[src/rtl/id_ex_stage.sv]
// ---------------------------------------------------------------------------
// id_ex_stage
//   Decode-to-execute pipeline register. Captures the register file operands
//   together with the decoded control word and presents one registered
//   instruction per cycle to EX. Detects load-use hazards and inserts one
//   bubble for each, honours branch flush, and counts stall cycles with a
//   saturating counter.
//
// Optional feature (macro ID_EX_WB_BYPASS_EN):
//   Adds wb_en / wb_addr / wb_data. A write-back to the dst or src address
//   in the same cycle replaces the captured operand value. This is for
//   register files without write-through. Hazard detection does not change.
//
// Ports
//   clk, reset                  clock, synchronous active-high reset
//   in_valid / in_ready         decode -> stage handshake
//   in_op, src_addr, dst_addr   decoded instruction fields
//   use_src, use_dst            operand usage flags (hazard qualification)
//   read_data1 / read_data2     regfile data at dst_addr / src_addr
//   in_imm, in_mem_read, in_reg_write   immediate and control
//   flush                       branch taken: kill held and incoming instr
//   ex_ready / ex_valid         stage -> EX handshake
//   ex_op .. ex_reg_write       registered instruction
//   stall_cnt                   load-use stall cycles, saturating
//
// Handshake: an input transfer occurs on a posedge where in_valid & in_ready
// and no flush. The output is consumed on a posedge where ex_valid & ex_ready.
// in_ready is combinational and can be high during flush, because a flush
// consumes the incoming instruction and discards it.
// ---------------------------------------------------------------------------
module id_ex_stage #(
    parameter int DATA_W = 16,
    parameter int ADDR_W = 3,
    parameter int OP_W   = 5,
    parameter int CNT_W  = 8
) (
    input  logic              clk,
    input  logic              reset,
    input  logic              in_valid,
    output logic              in_ready,
    input  logic [OP_W-1:0]   in_op,
    input  logic [ADDR_W-1:0] src_addr,
    input  logic [ADDR_W-1:0] dst_addr,
    input  logic              use_src,
    input  logic              use_dst,
    input  logic [DATA_W-1:0] read_data1,
    input  logic [DATA_W-1:0] read_data2,
    input  logic [DATA_W-1:0] in_imm,
    input  logic              in_mem_read,
    input  logic              in_reg_write,
    input  logic              flush,
    input  logic              ex_ready,
    output logic              ex_valid,
    output logic [OP_W-1:0]   ex_op,
    output logic [DATA_W-1:0] ex_op1,
    output logic [DATA_W-1:0] ex_op2,
    output logic [DATA_W-1:0] ex_imm,
    output logic [ADDR_W-1:0] ex_dst,
    output logic              ex_mem_read,
    output logic              ex_reg_write,
    output logic [CNT_W-1:0]  stall_cnt
`ifdef ID_EX_WB_BYPASS_EN
    ,
    input  logic              wb_en,
    input  logic [ADDR_W-1:0] wb_addr,
    input  logic [DATA_W-1:0] wb_data
`endif
);

    localparam logic [CNT_W-1:0] CNT_ONE = 1;
    localparam logic [CNT_W-1:0] CNT_MAX = '1;

    logic              ex_valid_q,     ex_valid_d;
    logic [OP_W-1:0]   ex_op_q,        ex_op_d;
    logic [DATA_W-1:0] ex_op1_q,       ex_op1_d;
    logic [DATA_W-1:0] ex_op2_q,       ex_op2_d;
    logic [DATA_W-1:0] ex_imm_q,       ex_imm_d;
    logic [ADDR_W-1:0] ex_dst_q,       ex_dst_d;
    logic              ex_mem_read_q,  ex_mem_read_d;
    logic              ex_reg_write_q, ex_reg_write_d;
    logic [CNT_W-1:0]  stall_cnt_q,    stall_cnt_d;

    logic              hazard;
    logic [DATA_W-1:0] op1_sel;
    logic [DATA_W-1:0] op2_sel;

    // Load-use hazard: the load in EX has no data until after EX. So a
    // dependent instruction waits one cycle behind a bubble.
    always_comb begin
        hazard = in_valid & ex_valid_q & ex_mem_read_q & ex_reg_write_q &
                 ((use_src & (ex_dst_q == src_addr)) |
                  (use_dst & (ex_dst_q == dst_addr)));
        in_ready = flush | (~hazard & (~ex_valid_q | ex_ready));
    end

    // Operand selection at capture time.
    always_comb begin
        op1_sel = read_data1;
        op2_sel = read_data2;
`ifdef ID_EX_WB_BYPASS_EN
        if (wb_en && (wb_addr == dst_addr)) op1_sel = wb_data;
        if (wb_en && (wb_addr == src_addr)) op2_sel = wb_data;
`endif
    end

    // Next-state. Priority: flush > hazard > advance > drain > hold.
    always_comb begin
        ex_valid_d     = ex_valid_q;
        ex_op_d        = ex_op_q;
        ex_op1_d       = ex_op1_q;
        ex_op2_d       = ex_op2_q;
        ex_imm_d       = ex_imm_q;
        ex_dst_d       = ex_dst_q;
        ex_mem_read_d  = ex_mem_read_q;
        ex_reg_write_d = ex_reg_write_q;
        stall_cnt_d    = stall_cnt_q;

        if (flush) begin
            ex_valid_d     = 1'b0;
            ex_mem_read_d  = 1'b0;
            ex_reg_write_d = 1'b0;
        end else if (hazard) begin
            // If EX takes the load, replace it with a bubble. Otherwise hold the load.
            if (ex_ready) begin
                ex_valid_d     = 1'b0;
                ex_mem_read_d  = 1'b0;
                ex_reg_write_d = 1'b0;
            end
        end else if (in_valid && in_ready) begin
            ex_valid_d     = 1'b1;
            ex_op_d        = in_op;
            ex_op1_d       = op1_sel;
            ex_op2_d       = op2_sel;
            ex_imm_d       = in_imm;
            ex_dst_d       = dst_addr;
            ex_mem_read_d  = in_mem_read;
            ex_reg_write_d = in_reg_write;
        end else if (ex_ready) begin
            ex_valid_d = 1'b0;
        end

        if (hazard && !flush && (stall_cnt_q != CNT_MAX)) begin
            stall_cnt_d = stall_cnt_q + CNT_ONE;
        end
    end

    always_ff @(posedge clk) begin
        if (reset) begin
            ex_valid_q     <= 1'b0;
            ex_op_q        <= '0;
            ex_op1_q       <= '0;
            ex_op2_q       <= '0;
            ex_imm_q       <= '0;
            ex_dst_q       <= '0;
            ex_mem_read_q  <= 1'b0;
            ex_reg_write_q <= 1'b0;
            stall_cnt_q    <= '0;
        end else begin
            ex_valid_q     <= ex_valid_d;
            ex_op_q        <= ex_op_d;
            ex_op1_q       <= ex_op1_d;
            ex_op2_q       <= ex_op2_d;
            ex_imm_q       <= ex_imm_d;
            ex_dst_q       <= ex_dst_d;
            ex_mem_read_q  <= ex_mem_read_d;
            ex_reg_write_q <= ex_reg_write_d;
            stall_cnt_q    <= stall_cnt_d;
        end
    end

    assign ex_valid     = ex_valid_q;
    assign ex_op        = ex_op_q;
    assign ex_op1       = ex_op1_q;
    assign ex_op2       = ex_op2_q;
    assign ex_imm       = ex_imm_q;
    assign ex_dst       = ex_dst_q;
    assign ex_mem_read  = ex_mem_read_q;
    assign ex_reg_write = ex_reg_write_q;
    assign stall_cnt    = stall_cnt_q;

endmodule
[config.mk]
export PLATFORM = sky130hd
export DESIGN_NAME = id_ex_stage
export DESIGN_NICKNAME = d
export VERILOG_FILES = /design/src/rtl/id_ex_stage.sv
export SDC_FILE = /design/constraint.sdc
export NUM_CORES = 1
export LEC_CHECK = 0
export ABC_AREA = 1
export BUFFER_PORTS_ARGS = -buffer_cell sky130_fd_sc_hd__buf_2
export CAP_MARGIN = 15
export CELL_PAD_IN_SITES_DETAIL_PLACEMENT = 0
export CELL_PAD_IN_SITES_GLOBAL_PLACEMENT = 1
export CORE_UTILIZATION = 32
export DETAILED_ROUTE_END_ITERATION = 6
export GPL_ROUTABILITY_DRIVEN = 1
export PLACE_DENSITY_LB_ADDON = 0.2
export SYNTH_ARGS = -nofsm -noshare
export SYNTH_HDL_FRONTEND = slang
export SYNTH_SLANG_ARGS = --single-unit
[constraint.sdc]
create_clock -name clk -period 1.7 [get_ports clk]
set_input_delay 0.34 -clock clk [delete_from_list [all_inputs] [get_ports clk]]
set_output_delay 0.34 -clock clk [all_outputs]
set_load 0.01 [all_outputs]
**After elaboration in Yosys (flattened, before gate mapping)**

Cells that the tools add are included.

- Register bits: 67
- Input bits: 68
- Output and inout bits: 68
- Word-level logic and storage cells: 43

- Add/sub/neg operators: 1
- Equality and inequality tests: 4
- Mux-type cells: 8
- Bitwise gates (word level): 13
- Reduce and logical (&&, ||, !) cells: 8

Operators with widths:

| cell | count |
|---|---|
| adder 8 x 1 -> 8 bit (second input constant) | 1 |
| 2-to-1 mux 1 bit | 8 |
| != test 8 bit (second input constant) | 1 |
| bitwise AND 1 bit | 7 |
| equality test 3 bit | 2 |
| logical AND 1 bit | 3 |
| NOT 1 bit | 3 |
| bitwise OR 1 bit | 3 |
| AND reduction 3 bit | 1 |
| != test 2 bit (second input constant) | 1 |
| AND reduction 2 bit | 1 |
| nonzero test 2 bit | 1 |
| OR reduction 2 bit | 1 |
| zero test 1 bit | 1 |

**Depth between registers and ports, before layout**

Gate-level depths: netlist (run 1).

- Word-level depth: 10
- Gate-level depth with buffers: 12

**Worst setup path before layout (run 1)**

No wires, ideal clock.

- Path type: register -> register
- From: reg ex_dst_q[1], in the netlist ex_dst[1]
- To: reg ex_dst_q[0], in the netlist ex_dst[0]
- Setup time: 132 ps
- Data arrival time: 1,276 ps
- Path slack: 292 ps
- Stages on the path, launching flop included: 12
- Buffers on the path: 2
- Period minus slack after synthesis: 1,408 ps
- Cells stage by stage: dfxtp_1 -> inv_2 -> nand2_1 -> nand2_1 -> nor2_1 -> nand2_1 -> nand2_2 -> nand2_2 -> buf_6 -> buf_4 -> nand4_1 -> a21oi_1

- Cells in the longest elaborated chain, start to end: 9
- Elaborated cells between the ends (all ways): 11
- Those cells by class: eq/ne: 2; bitwise: 7; reduce/logical: 2

Ends and longest elaborated chain:

| item | line | source |
|---|---|---|
| start, declared | 78 | `logic [ADDR_W-1:0] ex_dst_q, ex_dst_d;` |
| start signal, assigned | 164 | `ex_dst_q <= ex_dst_d;` |
| equality test 3 bit (on tied branches) | 91, 92 |  |
| bitwise AND 1 bit (on tied branches) | 91, 92 |  |
| bitwise OR 1 bit * | 91 | `((use_src & (ex_dst_q == src_addr)) \|` |
| bitwise AND 1 bit * | 90 | `hazard = in_valid & ex_valid_q & ex_mem_read_q & ex_reg_write_q &` |
| NOT 1 bit (no source line) * | -- |  |
| bitwise AND 1 bit | 93 | `in_ready = flush \| (~hazard & (~ex_valid_q \| ex_ready));` |
| bitwise OR 1 bit | 93 |  |
| logical AND 1 bit | 129 | `end else if (in_valid && in_ready) begin` |
| AND reduction 3 bit (no source line) * | -- |  |

Every way passes the cells marked *; elsewhere a longest branch is shown, timed or not.
A chain may end at the register's enable or synchronous reset.

**Worst setup path in the final report (run 1)**

- From: reg ex_dst_q[1], in the netlist ex_dst[1]
- To: out in_ready

- Cells in the longest elaborated chain, start to end: 7
- Elaborated cells between the ends (all ways): 9
- Those cells by class: eq/ne: 2; bitwise: 7

Ends and longest elaborated chain:

| item | line | source |
|---|---|---|
| equality test 3 bit (on tied branches) | 91, 92 |  |
| bitwise AND 1 bit (on tied branches) | 91, 92 |  |
| bitwise OR 1 bit * | 91 |  |
| bitwise AND 1 bit * | 90 |  |
| NOT 1 bit (no source line) * | -- |  |
| bitwise AND 1 bit * | 93 |  |
| bitwise OR 1 bit * | 93 |  |
| end, declared | 40 | `output logic in_ready,` |

Marked as above.

==> metrics.txt, run 1 <==
outcome=finished with violations; failing checks=negative setup slack; vias=3030; most common cell after layout, fill and taps aside=buf_2; GRT Overall Usage=0.1831; crit start category=flop; leading area contributor after synthesis=dfxtp_1; Fill cells=863; final net count=approximately 570; Die ar.=approximately 0.0092 sq mm; largest net degree at the start of global routing=57; Netlist cell types=22; yosys warns=0; Layout Utilization=0.4692; unrepaired setup endpoints after global routing=yes; Top FF cell, synth=dfxtp_1; clock period minus final worst setup slack=1.743 ns; commonest cells after routing, fill and taps aside=135 x buf_2, 98 x nand2_1, 64 x a21oi_1, 64 x dfxtp_1, 57 x nand4_1; routability cong.=0.7538; Die X=roughly 96 um; DRC errors left=0; critical path class=reg -> out; Initial Util=0.3383; top cells by area, synth=dfxtp_1 47%, nand2_1 13%, nand4_1 13%; IO Pins=between 100 and 150; sequential area share after synthesis=0.4731; CP Capture Type=output port; clock sink count=67; most used cell, CP=nand2_1; synthesized flop and latch total=67; CP max stage delay=0.36 ns; clk_lat worst skew=0.34 ns; post-route cell area=around 0.0039 sq mm; WL final=between 8000 and 9000 um; Req. time, crit path=between 1 and 1.5 ns; CP top delay family=simple AND/OR/NAND/NOR gates; drt pass-1 iters=4; area of the mapped netlist=0.002835 sq mm; first-pass GRT wire length=approximately 13000 um; max-slew violation count=0; Post-DRT Antenna Nets=0; worst-case hold slack=about 0.26 ns; Max VDD drop=around 0.35 mV; Via density=4.943; port bufs=between 100 and 150; crit-path cells=inv_2 > nand2_1 > nand2_1 > nor2_1 > nand2_1 > nand2_2 > nand3_2 > and2_1 > buf_2; clk buf depth=2; # rows=33; number of global-route vias before repair=between 2000 and 3000; TNS Setup=-0.04268 ns; Inserted Clock Buffers=9; dpl hpwl=5417 um; CTS tree=built; Fin. Hold Viols=0; max_slew headroom=0.7190; MaxCap Viol Count=0; Die Y=96.13 um; worst slew pin tran=0.4215 ns; total global routing overflow=0; initial antenna violation count=0; power per cell area=947.0 mW/mm^2; # hold bufs at CTS=0; r2r setup slk=roughly 0.01 ns; post-route clock period utilization=1.025; ys async rst share=0; Mean Syn Cell Area=7.601 sq um; type of the tightest min-delay check=in -> reg; diode count=0; Syn-to-layout area delta=38.70%; endpoints failing setup=1; syn_nets=approximately 440; Placed Instance Area=roughly 0.0036 sq mm; Avg WL per Cell=about 14 um; crit path max fanout=4; Crit-path slowest cell=dfxtp_2; post-synth top area share=0.4731; root buf cell=clkbuf_8; layout cells sized above 1=0.3524; synthesized instance count=373; Post-synth EDFFs=0; core box area=0.008382 sq mm; Pleak=about 0.0018 uW; Critical Path AT=1.40 ns; clock skew=0.008085 ns; buffer and inverter count on the worst path=2; clk slew on worst S/H paths=approximately 0.070 ns; H-tree Lvls=3; DRT iter0 DRCs=100; fmax=around 0.57 GHz; Total Power=between 3000 and 4000 uW; Final WS setup=-0.04268 ns
[metal layers]
| metal | global-route usage | up-vias | routed length (um) |
|---|---|---|---|
| met1 | 0.2315 | 1388 | 3658 |
| met2 | 0.2837 | 99 | 3817 |
| li1 | - | 1533 | - |
| met5 | 0 | - | 0 |
| met4 | 0.07463 | 0 | 120 |
| met3 | 0.06240 | 10 | 739 |
[repair_timing]
action / in CTS / in global routing
pin swaps: 1 / 4
endpoints found under the setup margin: 1 / 31
cloned: 0 / 1
setup buffers: 2 / 1
gates resized for setup: 5 / 4
endpoints found under the hold margin: 0 / 0
[final timing paths]
kind / from / to / cells past startpoint
max reg2reg: ex_dst[1] / ex_imm[11] / 13
min: dst_addr[1] / ex_dst[1] / 3
min reg2reg: ex_imm[9] / ex_imm[9] / 2
max: ex_dst[1] / in_ready / 9
[report_power, final]
| part | switching (uW) | internal, uW |
|---|---|---|
| logic | 248 | 198 |
| clock network | 630 | 977 |
| registers | 35.3 | 1630 |
| total | 914 | 2810 |
[Yosys cell counts (3+ instances only)]
| cell | n |
|---|---|
| buf_4 | 4 |
| nor2_1 | 15 |
| inv_1 | 17 |
| nand2_1 | 99 |
| dfxtp_1 | 67 |
| nand3_1 | 7 |
| buf_1 | 6 |
| clkbuf_1 | 8 |
| buf_2 | 10 |
| nand4_1 | 57 |
| buf_6 | 3 |
| xor2_1 | 5 |
| a21oi_1 | 64 |
[tightest hold or removal path: stages]
cell and delay (ns):
buf_2 0.10, nor2_1 0.04, nor2_1 0.08
[per-stage QoR]
stage | setup slack [ns] | cells
floorplan | 0.2922 | 373
global placement | 0.1040 | 593
detailed placement | 0.1032 | 593
CTS | -0.07328 | 611
global route | -0.1747 | 613
finish | -0.04268 | 613
[final cells by class]
cell class                 count  area (sq um)  area share
clock inverter                 6         113.9     0.02895
clock buffer                  10         127.6     0.03245
tap                          105         131.4     0.03341
timing repair buffer         150         872.1      0.2218
inverter                      19         73.82     0.01877
multi-input combinational    256          1266      0.3220
sequential                    67          1348      0.3427
[state kept, by name (all words and copies together) (netlist names)]
name,flops
ex_op,5
ex_op2,16
ex_op1,16
ex_reg_write,1
ex_dst,3
ex_mem_read,1
ex_valid,1
ex_imm,16
stall_cnt,8
[cell families (layout without fill, tap and decap cells)]
group           count (synthesis)  in the layout  share of synthesized area
compound gates                 65             65                     0.1147
flops                          67             67                     0.4731
xor+xnor                        5              5                    0.01545
fa+ha+maj                       1              1                   0.004412
buf+inv                        50            185                    0.08385
simple gates                  185            185                     0.3085
No activity file was read; power rests on OpenSTA's default activity.
==> run 2, diff against run 1 <==
Settings changed: CORE_ASPECT_RATIO set to 0.6.
==> run 2 against run 1 <==
Compared with the run above:
- the run still ends with negative setup slack left
- worst setup slack lost 0.062 ns
- largest cell class unchanged
- worst hold slack improved by 0.014 ns
- count of clock-buffer cells in the layout grew 2
- largest power group is now clock
- sequential power about the same
- maximum frequency fell by 3.5%
- cell count rose by 3.8%
- routed wire length increased by 11%
- combinational power rose by 13%
- critical path depth stayed put
- core utilization rose by 2.5 points
- register-to-register slack barely moved
- clock skew down 0.0059 ns
==> metrics.txt, run 2 (synthesis results as in run 1) <==
outcome=finished with violations; failing checks=negative setup slack; largest net degree at the start of global routing=63; crit-path cells=inv_2 > nand2_1 > nand2_1 > nor2_1 > nand2_1 > nand2_2 > nand3_2 > and2_1 > buf_2; Critical Path AT=1.47 ns; layout cells sized above 1=0.3843; worst slew pin tran=roughly 0.32 ns; power per cell area=970.9 mW/mm^2; commonest cells after routing, fill and taps aside=135 x buf_2, 96 x nand2_1, 63 x dfxtp_1; most common cell after layout, fill and taps aside=buf_2; total global routing overflow=0; clock period minus final worst setup slack=about 1.8 ns; Post-DRT Antenna Nets=0; final net count=587; Total Power=around 4000 uW; GRT Overall Usage=0.1945; Pleak=between 0.0015 and 0.002 uW; IO Pins=~140; CTS tree=built; CP max stage delay=0.35 ns; Fin. Hold Viols=0; Crit-path slowest cell=dfxtp_2; Die X=between 100 and 150 um; most used cell, CP=nand2_1; critical path class=reg -> out; post-route cell area=between 0.004 and 0.005 sq mm; Die Y=about 75 um; number of global-route vias before repair=~2800; DRC errors left=0; dpl ws=about 0.080 ns; fmax=0.5540 GHz; Via density=just under 5; WL final=approximately 9300 um; clk buf depth=2; crit path max fanout=4; max-slew violation count=0; TNS Setup=-0.1051 ns; unrepaired setup endpoints after global routing=yes; initial antenna violation count=0; core box area=between 0.008 and 0.009 sq mm; type of the tightest min-delay check=in -> reg; dpl hpwl=5909 um; Inserted Clock Buffers=9; Max VDD drop=0.5179 mV; CP Capture Type=output port; first-pass GRT wire length=between 10000 and 15000 um; max_slew headroom=0.7881; # rows=26; clk slew on worst S/H paths=0.05 ns; Req. time, crit path=1.36 ns; drt pass-1 iters=4; endpoints failing setup=1; Syn-to-layout area delta=49.16%; Initial Util=0.3314; DRT iter0 DRCs=between 150 and 200; port bufs=135; clock sink count=67; clk_lat worst skew=0.33 ns; vias=3118; MaxCap Viol Count=0; post-route clock period utilization=1.062; Final WS setup=-0.1051 ns; Placed Instance Area=between 0.003 and 0.004 sq mm; root buf cell=clkbuf_16; H-tree Lvls=3; crit start category=flop; routability cong.=~0.75; Avg WL per Cell=14.61 um; Die ar.=around 0.0093 sq mm; clock skew=approximately 0.0022 ns
[run 2: cell types whose count changed in the layout (fill, tap and decap cells not counted), moves of 2 or more]
cell       delta
bufinv_16     -2
a21oi_1       -2
clkbuf_16    +13
clkbuf_8      -6
a21oi_2       +2
clkinv_2      +2
nand2_1       -2
dfxtp_2       +2
buf_4         +8
nand2_2       +2
[run 2: worst max-delay path: cells and delay by family (launching register included)]
kind / cells / cell delay (ns)
buffers and inverters: 2 / 0.18
flip-flops: 1 / 0.35
AND/OR/NAND/NOR: 7 / 0.60
[run 2: worst paths after layout]
path | start | slack [ns] | depth (start not counted) | end
worst min register to register | ex_imm[12] | 0.45 | 2 | ex_imm[12]
worst max register to register | ex_dst[2] | 0.02 | 13 | ex_op2[3]
worst min-delay path | dst_addr[2] | 0.27 | 3 | ex_dst[2]
worst max-delay path | ex_dst[2] | -0.11 | 9 | in_ready
[run 2: repair_timing]
item / 4_1_cts / 5_1_grt
pin swaps: 2 / 6
gates resized for setup: 3 / 10
hold buffers: 0 / 0
endpoints found under the setup margin: 1 / 63
gates cloned: 0 / 7
buffers inserted: 1 / 6
[run 2: cell type report]
type                       instances  area, sq um
tap                              112        140.1
fill                             839         4327
timing repair buffer             164         1064
antenna                            1        2.502
multi-input combinational        257         1291
sequential                        67         1346
clock buffer                      12        266.5
inverter                          19        71.32
clock inverter                     4        47.55
[run 2: layer usage]
layer	GRT usage	vias to the layer above	share of wire
li1	-	1579	-
met1	0.2546	1412	0.49
met2	0.2843	116	0.40
met3	0.08864	11	0.10
met4	0.06426	0	0.0085
met5	0	-	0
[run 2: through the flow]
step | hold WS (ns) | instances | utilization
finish | 0.2743 | 636 | 0.4943
global route | 0.2813 | 635 | 0.4940
CTS | 0.2668 | 622 | 0.4671
detailed placement | 0.4485 | 605 | 0.4286
global placement | 0.4433 | 605 | 0.4286
floorplan | 0.4749 | 373 | -
[run 2: where the power goes]
part	switching (uW)	internal, uW
sequential	35.9	1640
clock	679	1250
combinational	268	236
total	983	3120
